### src/rtl/pcm_stream_ctrl_if.sv
// FIFO write port and VRAM read port seen by the PCM stream controller.
// The master side is the controller and the slave side is the FIFO/VRAM arbiter.
interface pcm_stream_ctrl_if #(
  parameter int unsigned ADDR_W = 17
);
  logic [7:0]        fifo_wrdata;
  logic              fifo_write;
  logic              fifo_full;
  logic              fifo_almost_empty;
  logic [ADDR_W-1:0] vram_addr;
  logic              vram_req;
  logic              vram_ack;
  logic [7:0]        vram_rddata;

  modport master (
    output fifo_wrdata,
    output fifo_write,
    output vram_addr,
    output vram_req,
    input  fifo_full,
    input  fifo_almost_empty,
    input  vram_ack,
    input  vram_rddata
  );

  modport slave (
    input  fifo_wrdata,
    input  fifo_write,
    input  vram_addr,
    input  vram_req,
    output fifo_full,
    output fifo_almost_empty,
    output vram_ack,
    output vram_rddata
  );
endinterface

### src/rtl/pcm_stream_ctrl.sv
// PCM FIFO write-side controller: arbitrates host byte writes against a VRAM
// streaming engine that refills the FIFO in bursts whenever it runs almost empty.
// Handles address wrap, looping, end-of-stream and the sticky host overflow flag.
module pcm_stream_ctrl #(
  parameter int unsigned ADDR_W = 17,
  parameter int unsigned BURST  = 16
) (
  input  logic              clk,
  input  logic              rst,
  input  logic [7:0]        cpu_wrdata_i,
  input  logic              cpu_write_i,
  input  logic              stream_enable_i,
  input  logic              stream_loop_i,
  input  logic [ADDR_W-1:0] stream_start_i,
  input  logic [ADDR_W-1:0] stream_length_i,
  input  logic              ovf_clear_i,
  input  logic              fifo_reset_i,
  pcm_stream_ctrl_if.master bus,
  output logic              stream_busy_o,
  output logic              stream_done_o,
  output logic              cpu_overflow_o
);

  localparam int unsigned   BW       = $clog2(BURST + 1);
  localparam logic [BW-1:0] BurstMax = BW'(BURST);

  typedef enum logic [1:0] {StIdle, StReq, StHold, StDone} state_e;

  state_e            state_q, state_d;
  logic              en_q;
  logic [ADDR_W-1:0] ptr_q, ptr_d;
  // One extra bit so a length of 0 can stand for a full 2^ADDR_W bytes.
  logic [ADDR_W:0]   rem_q, rem_d;
  logic [BW-1:0]     burst_q, burst_d;
  logic [7:0]        hold_q, hold_d;
  // A flush arrived while a VRAM read was outstanding; its data must be dropped.
  logic              drop_q, drop_d;
  logic              fifo_write_q, fifo_write_d;
  logic [7:0]        fifo_wrdata_q, fifo_wrdata_d;
  logic              vram_req_q;
  logic [ADDR_W-1:0] vram_addr_q, vram_addr_d;
  logic              busy_q, done_q;
  logic              ovf_q, ovf_d;

  logic              en_rise;
  logic              host_ok;
  logic              dma_push;
  logic              trigger;
  logic [ADDR_W:0]   len_full;
  logic [BW-1:0]     burst_inc;

  assign en_rise   = stream_enable_i & ~en_q;
  assign len_full  = {(stream_length_i == '0), stream_length_i};
  assign burst_inc = burst_q + BW'(1);

  // Host always owns the FIFO port; nothing is forwarded in a flush cycle.
  assign host_ok  = cpu_write_i & ~bus.fifo_full & ~fifo_reset_i;
  assign dma_push = (state_q == StHold) & ~cpu_write_i & ~bus.fifo_full & ~fifo_reset_i;
  assign trigger  = stream_enable_i & bus.fifo_almost_empty & ~bus.fifo_full & (rem_q != '0);

  // Streaming engine next-state, pointer, remaining count and burst tracking.
  always_comb begin
    state_d = state_q;
    ptr_d   = ptr_q;
    rem_d   = rem_q;
    burst_d = burst_q;
    hold_d  = hold_q;
    drop_d  = drop_q;

    unique case (state_q)
      StIdle: begin
        drop_d = 1'b0;
        if (trigger) begin
          state_d = StReq;
          burst_d = '0;
        end
      end

      StReq: begin
        if (fifo_reset_i) begin
          drop_d = 1'b1;
        end
        // The handshake always completes, even when disabled or flushed.
        if (bus.vram_ack) begin
          ptr_d = ptr_q + ADDR_W'(1);
          rem_d = rem_q - (ADDR_W + 1)'(1);
          if (drop_q || fifo_reset_i) begin
            drop_d  = 1'b0;
            state_d = StIdle;
          end else begin
            hold_d  = bus.vram_rddata;
            state_d = StHold;
          end
        end
      end

      StHold: begin
        if (fifo_reset_i) begin
          state_d = StIdle;
        end else if (dma_push) begin
          burst_d = burst_inc;
          if ((rem_q == '0) && !stream_loop_i) begin
            state_d = StDone;
          end else begin
            if (rem_q == '0) begin
              ptr_d = stream_start_i;
              rem_d = len_full;
            end
            if ((burst_inc == BurstMax) || !stream_enable_i) begin
              state_d = StIdle;
            end else begin
              state_d = StReq;
            end
          end
        end
      end

      StDone: begin
        state_d = StIdle;
      end

      default: begin
        state_d = StIdle;
      end
    endcase

    // A fresh enable edge re-arms the stream regardless of engine state.
    if (en_rise) begin
      ptr_d   = stream_start_i;
      rem_d   = len_full;
      burst_d = '0;
    end
  end

  // FIFO write port, VRAM address capture and overflow flag next values.
  always_comb begin
    fifo_write_d  = host_ok | dma_push;
    fifo_wrdata_d = fifo_wrdata_q;
    if (host_ok) begin
      fifo_wrdata_d = cpu_wrdata_i;
    end else if (dma_push) begin
      fifo_wrdata_d = hold_q;
    end

    // Address is captured only on entry to REQ so it stays stable while requested.
    vram_addr_d = vram_addr_q;
    if ((state_d == StReq) && (state_q != StReq)) begin
      vram_addr_d = ptr_d;
    end

    // Setting wins over a simultaneous clear.
    ovf_d = (ovf_q & ~ovf_clear_i) | (cpu_write_i & bus.fifo_full & ~fifo_reset_i);
  end

  // State and registered outputs.
  always_ff @(posedge clk or posedge rst) begin
    if (rst) begin
      state_q       <= StIdle;
      en_q          <= 1'b0;
      ptr_q         <= '0;
      rem_q         <= '0;
      burst_q       <= '0;
      hold_q        <= '0;
      drop_q        <= 1'b0;
      fifo_write_q  <= 1'b0;
      fifo_wrdata_q <= '0;
      vram_req_q    <= 1'b0;
      vram_addr_q   <= '0;
      busy_q        <= 1'b0;
      done_q        <= 1'b0;
      ovf_q         <= 1'b0;
    end else begin
      state_q       <= state_d;
      en_q          <= stream_enable_i;
      ptr_q         <= ptr_d;
      rem_q         <= rem_d;
      burst_q       <= burst_d;
      hold_q        <= hold_d;
      drop_q        <= drop_d;
      fifo_write_q  <= fifo_write_d;
      fifo_wrdata_q <= fifo_wrdata_d;
      vram_req_q    <= (state_d == StReq);
      vram_addr_q   <= vram_addr_d;
      busy_q        <= (state_d != StIdle);
      done_q        <= (state_d == StDone);
      ovf_q         <= ovf_d;
    end
  end

  assign bus.fifo_write  = fifo_write_q;
  assign bus.fifo_wrdata = fifo_wrdata_q;
  assign bus.vram_req    = vram_req_q;
  assign bus.vram_addr   = vram_addr_q;
  assign stream_busy_o   = busy_q;
  assign stream_done_o   = done_q;
  assign cpu_overflow_o  = ovf_q;

endmodule

### src/flat_wrapper.sv
// flat-port wrapper written by rule: the top's interface ports become plain ports
module pcm_stream_ctrl_flat 
#(
  parameter int unsigned ADDR_W = 17,
  parameter int unsigned BURST  = 16
)
  (clk, rst, cpu_wrdata_i, cpu_write_i, stream_enable_i, stream_loop_i, stream_start_i, stream_length_i, ovf_clear_i, fifo_reset_i, stream_busy_o, stream_done_o, cpu_overflow_o, bus_fifo_wrdata, bus_fifo_write, bus_vram_addr, bus_vram_req, bus_fifo_full, bus_fifo_almost_empty, bus_vram_ack, bus_vram_rddata);
  pcm_stream_ctrl_if #(.ADDR_W(ADDR_W)) bus_i ();
  input  logic clk;
  input  logic rst;
  input  logic [7:0] cpu_wrdata_i;
  input  logic cpu_write_i;
  input  logic stream_enable_i;
  input  logic stream_loop_i;
  input  logic [ADDR_W-1:0] stream_start_i;
  input  logic [ADDR_W-1:0] stream_length_i;
  input  logic ovf_clear_i;
  input  logic fifo_reset_i;
  output logic stream_busy_o;
  output logic stream_done_o;
  output logic cpu_overflow_o;
  output wire logic [$bits(bus_i.fifo_wrdata)-1:0] bus_fifo_wrdata;
  output wire logic [$bits(bus_i.fifo_write)-1:0] bus_fifo_write;
  output wire logic [$bits(bus_i.vram_addr)-1:0] bus_vram_addr;
  output wire logic [$bits(bus_i.vram_req)-1:0] bus_vram_req;
  input wire logic [$bits(bus_i.fifo_full)-1:0] bus_fifo_full;
  input wire logic [$bits(bus_i.fifo_almost_empty)-1:0] bus_fifo_almost_empty;
  input wire logic [$bits(bus_i.vram_ack)-1:0] bus_vram_ack;
  input wire logic [$bits(bus_i.vram_rddata)-1:0] bus_vram_rddata;
  assign bus_fifo_wrdata = bus_i.fifo_wrdata;
  assign bus_fifo_write = bus_i.fifo_write;
  assign bus_vram_addr = bus_i.vram_addr;
  assign bus_vram_req = bus_i.vram_req;
  assign bus_i.fifo_full = bus_fifo_full;
  assign bus_i.fifo_almost_empty = bus_fifo_almost_empty;
  assign bus_i.vram_ack = bus_vram_ack;
  assign bus_i.vram_rddata = bus_vram_rddata;
  pcm_stream_ctrl #(.ADDR_W(ADDR_W), .BURST(BURST)) u_core (.clk(clk), .rst(rst), .cpu_wrdata_i(cpu_wrdata_i), .cpu_write_i(cpu_write_i), .stream_enable_i(stream_enable_i), .stream_loop_i(stream_loop_i), .stream_start_i(stream_start_i), .stream_length_i(stream_length_i), .ovf_clear_i(ovf_clear_i), .fifo_reset_i(fifo_reset_i), .bus(bus_i), .stream_busy_o(stream_busy_o), .stream_done_o(stream_done_o), .cpu_overflow_o(cpu_overflow_o));
endmodule
### config.mk
export PLATFORM = sky130hd
export DESIGN_NAME = pcm_stream_ctrl_flat
export DESIGN_NICKNAME = d
export VERILOG_FILES = /design/src/rtl/pcm_stream_ctrl_if.sv /design/src/rtl/pcm_stream_ctrl.sv /design/src/flat_wrapper.sv
export SDC_FILE = /design/constraint.sdc
export NUM_CORES = 1
export LEC_CHECK = 0
export BUFFER_PORTS_ARGS = -buffer_cell sky130_fd_sc_hd__buf_2
export CAP_MARGIN = 20
export CORE_UTILIZATION = 39
export CTS_BUF_LIST = sky130_fd_sc_hd__clkbuf_16
export CTS_CLUSTER_SIZE = 10
export DETAILED_ROUTE_END_ITERATION = 16
export PLACE_DENSITY_LB_ADDON = 0.08
export SLEW_MARGIN = 20
export SYNTH_ARGS = -nofsm -noshare
export SYNTH_HDL_FRONTEND = slang
export SYNTH_SLANG_ARGS = --single-unit
### constraint.sdc
create_clock -name clk -period 2.9 [get_ports clk]
set_input_delay 0.58 -clock clk [delete_from_list [all_inputs] [get_ports clk]]
set_output_delay 0.58 -clock clk [all_outputs]
set_load 0.1 [all_outputs]
# Word-level counts from Yosys, hierarchy flattened
# Index checks and enable logic that the tools add are counted.
# W data, S select, Z words.
# classes
add_sub_neg	3
eq_ne	13
mux	33
bitwise	20
reduce_logical	18
# ops
operator	count
$mux W18	6
$mux W17	6
$pmux W18 S2	1
$pmux W17 S2	1
$mux W5	4
$logic_not A18 Y1	1
$reduce_bool A18 Y1	1
$sub A18 B1 Y18 const B	1
$add A17 B1 Y17 const B	1
$logic_not A17 Y1	1
$mux W8	2
$and A1 B1 Y1	12
$mux W2	6
$ne A3 B2 Y1 const B	4
$pmux W5 S2	1
$pmux W2 S4	1
$eq A2 B2 Y1 const B	3
$ne A3 B1 Y1 const B	2
$not A1 Y1	6
$reduce_and A6 Y1	1
$reduce_bool A2 Y1	3
$reduce_bool A3 Y1	2
$add A5 B1 Y5 const B	1
$eq A5 B5 Y1 const B	1
other kinds (11)	19
# word_totals
register_bits	82
output_inout_bits	30
elab_cells	101

# Depth between registers and ports, before layout
# Gate-level depths: netlist of the first run.
# depth
depth_word	10
depth_mapped	10
depth_no_buf	8

# Worst setup path before layout of the first run
# OpenSTA, ideal clock, no wires.
# synth_timing
path_kind	reg-to-reg
from	register u_core.state_q[1]
to	register u_core.vram_addr_q[0] (netlist: u_core.bus.vram_addr[0])
setup_ps	125
arrival_ps	2483
required_time_ps	2775
setup_slack_ps	292
path_stages_with_launch	11
cell_sequence	dfrtp_1 > inv_1 > ha_1 > buf_2 > nand2_1 > nor3_1 > a211o_1 > o21ai_1 > o2111ai_4 > buf_6 > mux2_4
# synth_via
elab_chain_cells	9
word_cells_on_any_way	19
# synth_rtl
element	line	rtl
start, declared	pcm_stream_ctrl.sv:29	state_e state_q, state_d;
start signal, assigned	pcm_stream_ctrl.sv:158	state_q <= StIdle;
start signal, assigned	pcm_stream_ctrl.sv:173	state_q <= state_d;
$eq A2 B2 Y1	pcm_stream_ctrl.sv:58, pcm_stream_ctrl.sv:70	
$and A1 B1 Y1 (3 in a row)	pcm_stream_ctrl.sv:58	assign dma_push = (state_q == StHold) & ~cpu_write_i & ~bus.fifo_full & ~fifo_reset_i;
$mux W2	pcm_stream_ctrl.sv:100	end else if (dma_push) begin
$mux W2	pcm_stream_ctrl.sv:98	if (fifo_reset_i) begin
$pmux W2 S4	pcm_stream_ctrl.sv:70	unique case (state_q)
$eq A2 B1 Y1	pcm_stream_ctrl.sv:147	if ((state_d == StReq) && (state_q != StReq)) begin
$logic_and A1 B1 Y1	pcm_stream_ctrl.sv:147	
end signal, assigned	pcm_stream_ctrl.sv:183	vram_addr_q <= vram_addr_d;
end, declared	pcm_stream_ctrl.sv:41	logic [ADDR_W-1:0] vram_addr_q, vram_addr_d;
# Several ways; a longest one is shown, not always the timed one.
# A chain may end at the register's enable or synchronous reset.

# Worst setup path after layout of the first run
# layout_timing
from	register u_core.state_q[0]
to	register u_core.vram_addr_q[8] (netlist: u_core.bus.vram_addr[8])
# Same word-level chain as after synthesis.

==> results of run 1 <==
[timing repair]
| action | CTS | global route |
|---|---|---|
| buffers inserted | 1 | 0 |
| setup endpoints to repair | 3 | 14 |
| gates cloned | 0 | 0 |
| gates resized for setup | 0 | 1 |
| pin swaps | 1 | 0 |
[cell usage after synthesis (7+ instances only)]
library cell | instances | area, sq um
nor2_1 | 46 | 173
nand3_1 | 20 | 100
clkbuf_1 | 23 | 86.3
mux2_2 | 15 | 169
ha_1 | 7 | 87.6
inv_1 | 19 | 71.3
o22ai_1 | 8 | 50.1
o21ai_0 | 49 | 245
nor3_1 | 20 | 100
nand4_1 | 13 | 81.3
o211ai_1 | 7 | 52.6
nand2_1 | 74 | 278
nor4_1 | 10 | 62.6
a21oi_1 | 35 | 175
mux2_4 | 10 | 150
a31oi_1 | 13 | 81.3
dfrtp_1 | 82 | 2050
[through the flow]
stage | util [%] | instances | hold slack [ns] | setup slack (ns) | area, sq um
after floorplan | - | 552 | 0.472 | 0.212 | 4870
after global placement | 46.3 | 805 | 0.481 | 0.0421 | 5610
after detailed placement | 46.3 | 805 | 0.489 | 0.00409 | 5610
after CTS | 49.0 | 822 | 0.292 | 0.245 | 5930
after global routing | 49.0 | 822 | 0.321 | 0.0881 | 5940
final | 49.0 | 822 | 0.277 | 0.218 | 5940
[layer usage]
| metal | up-vias | part of all wire, % | global-route usage (%) |
|---|---|---|---|
| li1 | 2230 | - | - |
| met1 | 2174 | 50 | 33.5 |
| met2 | 138 | 43 | 32.3 |
| met3 | 17 | 5.0 | 3.56 |
| met4 | 0 | 1.8 | 10.3 |
| met5 | - | 0 | 0 |
[state kept, by name (all words and copies together), names as in the netlist]
register	count
u_core.burst_q	5
u_core.bus.fifo_wrdata	8
u_core.bus.fifo_write	1
u_core.bus.vram_addr	17
u_core.bus.vram_req	1
u_core.cpu_overflow_o	1
u_core.drop_q	1
u_core.en_q	1
u_core.hold_q	8
u_core.ptr_q	17
u_core.rem_q	18
u_core.state_q	2
u_core.stream_busy_o	1
u_core.stream_done_o	1
[critical path: stages (launching register included)]
cell	delay [ns]
dfrtp_1	0.40
inv_1	0.15
ha_1	0.25
or4b_1	0.53
nor2_2	0.17
a211oi_1	0.08
a311oi_2	0.31
o2111ai_4	0.17
buf_12	0.20
mux2_4	0.30
[area by class of cell]
| class | count | share of cell area [%] |
|---|---|---|
| flip-flops and latches | 82 | 34.6 |
| clock inverters | 7 | 1.29 |
| inverters | 19 | 1.22 |
| repair buffers | 114 | 11.1 |
| well taps | 168 | 3.54 |
| multi-input cells | 423 | 44.5 |
| clock buffers | 9 | 3.79 |
[final timing paths]
kind                                     startpoint  slack (ns)  cells past startpoint                  endpoint
min in group clk                        ovf_clear_i        0.41                      2     u_core.cpu_overflow_o
max reg2reg                       u_core.state_q[0]        0.22                      9   u_core.bus.vram_addr[8]
max                               u_core.state_q[0]        0.22                      9   u_core.bus.vram_addr[8]
max in group asynchronous                       rst        1.94                      3   u_core.bus.vram_addr[8]
min                                             rst        0.28                      2           u_core.rem_q[3]
min reg2reg                u_core.bus.vram_addr[16]        0.50                      1  u_core.bus.vram_addr[16]
[power breakdown]
part	leakage (nW)	total [mW]	switching, mW	internal, mW
logic	1.48	3.68	2.62	1.07
registers	1.01	2.12	0.484	1.63
clock network	0.142	1.17	0.501	0.673
total	2.63	6.98	3.60	3.38
[kinds of logic after synthesis]
kind of cell	after synthesis
flops	82
buf+inv	47
mux	31
xor+xnor	6
simple gates	229
compound gates	150
fa+ha+maj	7
==> impl_metrics.env, run 1 <==
export IMPL_status="complete, no violations"
export IMPL_slew_headroom_pct=48.5
export IMPL_die_h_microns=114
export IMPL_nFillCells=1213
export IMPL_irDropWorstVdd_mv=0.708
export IMPL_syn_to_final_growth_pct=21.8
export IMPL_multi_input_area_sq_um=2640
export IMPL_ys_warn_count=0
export IMPL_final_period_utilization_pct=92.5
export IMPL_path_class="flip-flop to flip-flop"
export IMPL_report_final_slew_viol_count=0
export IMPL_ys_flop_type="dfrtp_1"
export IMPL_root_buffer="clkbuf_16"
export IMPL_core_sq_um=12100
export IMPL_final_cell_mix="89 x buf_2, 82 x dfrtp_1, 74 x nand2_1"
export IMPL_synthCells=552
export IMPL_cp_arrival_ns=2.91
export IMPL_synth_cell_types=62
export IMPL_fp_dieW_microns=114
export IMPL_crit_fanout=17
export IMPL_fin_tns_setup_ns=0
export IMPL_synthMuxAreaShare_pct=7.78
export IMPL_synth_nets=619
export IMPL_synth_seq_area_share_pct=42.1
export IMPL_wire_per_inst_microns=16.5
export IMPL_start_util_pct=40.2
export IMPL_dp_hpwl_microns=9640
export IMPL_ctsHoldBuffers=0
export IMPL_fmax_ghz=0.373
export IMPL_viasPerCell=5.55
export IMPL_synth_top_family_by_area="simple AND/OR/NAND/NOR gates"
export IMPL_cts_buffers_inserted=9
export IMPL_drc=0
export IMPL_required_ns=3.13
export IMPL_portBuffers=89
export IMPL_grt_antenna_before_repair=0
export IMPL_htree_levels=3
export IMPL_rows=40
export IMPL_setup_viol=0
export IMPL_grt_pass1_vias=4364
export IMPL_path_clk_slew_ns=0.07
export IMPL_power_mw=6.98
export IMPL_synth_xor_area_share_pct=1.08
export IMPL_yosys_area_share_adder_pct=1.80
export IMPL_via_count=4559
export IMPL_final_common_cell="buf_2"
export IMPL_syn_area_per_cell_sq_um=8.83
export IMPL_synth_seq_cells=82
export IMPL_seq_area_sq_um=2050
export IMPL_synth_edf_count=0
export IMPL_finClkSkew_ns=0.00604
export IMPL_start_kind="flip-flop"
export IMPL_firstDrtPassIters=6
export IMPL_clockBufferDepth=2
export IMPL_syn_area_sq_um=4870
export IMPL_min_path_type="input port to async pin"
export IMPL_diodes=0
export IMPL_synth_compound_area_share_pct=19.3
export IMPL_grt_start_max_net_pins=51
export IMPL_tritoncts="yes"
export IMPL_layout_min_cycle_time_ns=2.68
export IMPL_clock_sink_count=82
export IMPL_dieArea_sq_um=12900
export IMPL_worst_pin_slew_ns=0.772
export IMPL_place_congestion=0.877
export IMPL_synth_simple_area_share_pct=24.1
export IMPL_io_pins=90
export IMPL_wl_microns=13600
export IMPL_fin_nets=716
export IMPL_grt_usage_pct=22.6
export IMPL_drive_above_1_share_pct=26.3
export IMPL_rsz0062_at_grt="no"
export IMPL_clkLatencyLatePin_ns=0.35
export IMPL_cp_end_kind="flip-flop"
export IMPL_drv_cap=0
export IMPL_grt_pass1_wl_microns=22700
export IMPL_p_leak_nw=2.63
export IMPL_powerDensity_nw_per_um2=1180
export IMPL_synthArstFlopShare_pct=100
export IMPL_ant_nets=0
export IMPL_drtIter0Drc=250
export IMPL_overflow=0
export IMPL_timing_hold_violations_final=0
Note: power is estimated with default switching activity, not from simulation.
==> run 2: changes to the inputs <==
==> constraint.sdc (replaced) <==
create_clock -name clk -period 2.9 [get_ports clk]
set_input_delay 0.29 -clock clk [delete_from_list [all_inputs] [get_ports clk]]
set_output_delay 0.29 -clock clk [all_outputs]
set_load 0.1 [all_outputs]
==> run 2 against run 1 <==
Cell area is 0.40% lower. Die area unchanged. Flip-flop and latch count did not move. Non-clock buffer count decreased by 1. Sequential power about the same. Clock-buffer cell count stayed put. Core utilization decreased by 0.20 points. Fmax shrank 1.5%. Clock power about the same. Final cell count shrank 0.12%. Worst hold slack worse by 0.24 ns. Register-to-register slack got worse by 0.04 ns. Critical endpoint unchanged. Largest power group unchanged.
==> impl_metrics.env, run 2 (synthesis results as in run 1) <==
export IMPL_drv_cap=0
export IMPL_path_clk_slew_ns=0.07
export IMPL_grt_pass1_wl_microns=22100
export IMPL_status="complete, no violations"
export IMPL_nFillCells=1196
export IMPL_start_util_pct=40.2
export IMPL_dp_cells=804
export IMPL_path_class="flip-flop to flip-flop"
export IMPL_worst_pin_slew_ns=0.497
export IMPL_irDropWorstVdd_mv=0.645
export IMPL_final_period_utilization_pct=93.9
export IMPL_p_leak_nw=2.63
export IMPL_timing_hold_violations_final=0
export IMPL_firstDrtPassIters=5
export IMPL_dp_hpwl_microns=9430
export IMPL_fmax_ghz=0.367
export IMPL_fin_nets=715
export IMPL_largest_reg_flops=18
export IMPL_start_kind="flip-flop"
export IMPL_die_h_microns=114
export IMPL_final_common_cell="buf_2"
export IMPL_fin_tns_setup_ns=0
export IMPL_io_pins=90
export IMPL_clock_sink_count=82
export IMPL_top_register="u_core.rem_q"
export IMPL_portBuffers=89
export IMPL_cp_end_kind="flip-flop"
export IMPL_grt_antenna_before_repair=0
export IMPL_rsz0062_at_grt="no"
export IMPL_power_mw=6.97
export IMPL_htree_levels=3
export IMPL_drc=0
export IMPL_crit_fanout=17
export IMPL_drtIter0Drc=211
export IMPL_overflow=0
export IMPL_multi_input_area_sq_um=2630
export IMPL_grt_pass1_vias=4205
export IMPL_clkLatencyLatePin_ns=0.35
export IMPL_slew_headroom_pct=67.1
export IMPL_cp_top_family="simple AND/OR/NAND/NOR gates"
export IMPL_wl_met2_microns=5860
export IMPL_grt_start_max_net_pins=83
export IMPL_syn_to_final_growth_pct=21.3
export IMPL_viasPerCell=5.52
export IMPL_fp_dieW_microns=114
export IMPL_place_congestion=0.874
export IMPL_layout_cells_non_filler=821
export IMPL_wl_met3_microns=728
export IMPL_required_ns=3.13
export IMPL_diodes=0
export IMPL_wire_per_inst_microns=16.6
export IMPL_core_sq_um=12100
export IMPL_ant_nets=0
export IMPL_cp_slowest_cell="or4b_1"
export IMPL_clockBufferDepth=2
export IMPL_finClkSkew_ns=0.00828
export IMPL_rows=40
export IMPL_worstPathCellList="inv_1, ha_1, or4b_1, nor2_2, a211oi_1, a311oi_2, o2111ai_4, buf_12, mux2_4"
export IMPL_wl_microns=13600
export IMPL_powerDensity_nw_per_um2=1180
export IMPL_tritoncts="yes"
export IMPL_seq_area_sq_um=2050
export IMPL_met1_length_microns=6820
export IMPL_dieArea_sq_um=12900
export IMPL_drive_above_1_share_pct=25.7
export IMPL_routed_top_layer="met4"
export IMPL_cts_buffers_inserted=9
export IMPL_setup_viol=0
export IMPL_final_cell_mix="89 x buf_2, 82 x dfrtp_1, 74 x nand2_1"
export IMPL_grt_usage_pct=22.1
export IMPL_via_count=4533
export IMPL_critPathBufInv=2
export IMPL_layout_min_cycle_time_ns=2.72
export IMPL_min_path_type="input port to async pin"
export IMPL_root_buffer="clkbuf_16"
export IMPL_report_final_slew_viol_count=0
export IMPL_cp_arrival_ns=2.95
export IMPL_cpPeakStageDelay_ns=0.53
run 2: cell types whose count changed in the layout (fill, tap and decap cells not counted):
cell	delta
clkinv_2	+1
clkinvlp_4	-1
nor4b_2	-1
o21ai_0	-1
o21ai_1	+1
nor4b_1	+1
nor2_1	+1
inv_6	-1
clkinv_1	+1
buf_4	-1
nor2_2	-1
run 2: worst paths after layout:
check,from,endpoint,slack (ns),depth (start not counted)
max,u_core.state_q[0],u_core.bus.vram_addr[8],0.18,9
min,rst,u_core.hold_q[1],0.04,3
max reg2reg,u_core.state_q[0],u_core.bus.vram_addr[8],0.18,9
min reg2reg,u_core.bus.fifo_wrdata[5],u_core.bus.fifo_wrdata[5],0.50,2
max in group asynchronous,rst,u_core.ptr_q[2],2.53,3
min in group clk,ovf_clear_i,u_core.cpu_overflow_o,0.13,2
run 2: worst register-to-register path, stage by stage, from the launching register on:
cell and delay (ns):
dfrtp_1 0.40, inv_1 0.15, ha_1 0.24, or4b_1 0.53, nor2_2 0.17, a211oi_1 0.08, a311oi_2 0.32, o2111ai_4 0.18
buf_12 0.20, mux2_4 0.31
run 2: area by class of cell:
type                       instances  share of cell area (%)
clock inverter                     7                    1.16
timing repair buffer             113                    11.0
sequential                        82                    34.7
inverter                          19                    1.23
clock buffer                       9                    3.81
multi-input combinational        423                    44.5
tap                              168                    3.56
run 2: stage by stage:
step,util (%),hold WS [ns],setup slack [ns],cell area [sq um]
3_5_place_dp,46.2,0.430,-0.0375,5600
6_report,48.8,0.0353,0.178,5910
3_3_place_gp,46.2,0.428,0.0766,5600
5_1_grt,48.8,0.0806,0.0653,5910
2_1_floorplan,-,0.321,0.292,4870
4_1_cts,48.8,0.0520,0.182,5910
run 2: metal layers:
layer	vias to the layer above	GRT usage, %
met4	0	8.74
li1	2225	-
met3	14	3.35
met5	-	0
met2	133	31.7
met1	2161	33.2
run 2: where the power goes:
part	internal, mW	switching, mW	total, mW
clock network	0.666	0.488	1.15
registers	1.63	0.488	2.12
logic	1.07	2.62	3.69
run 2: repair_timing:
action,4_1_cts,5_1_grt
resized for setup,0,1
pin swaps,1,0
hold buffers,0,0
buffers inserted,1,0
endpoints found under the setup margin,17,4
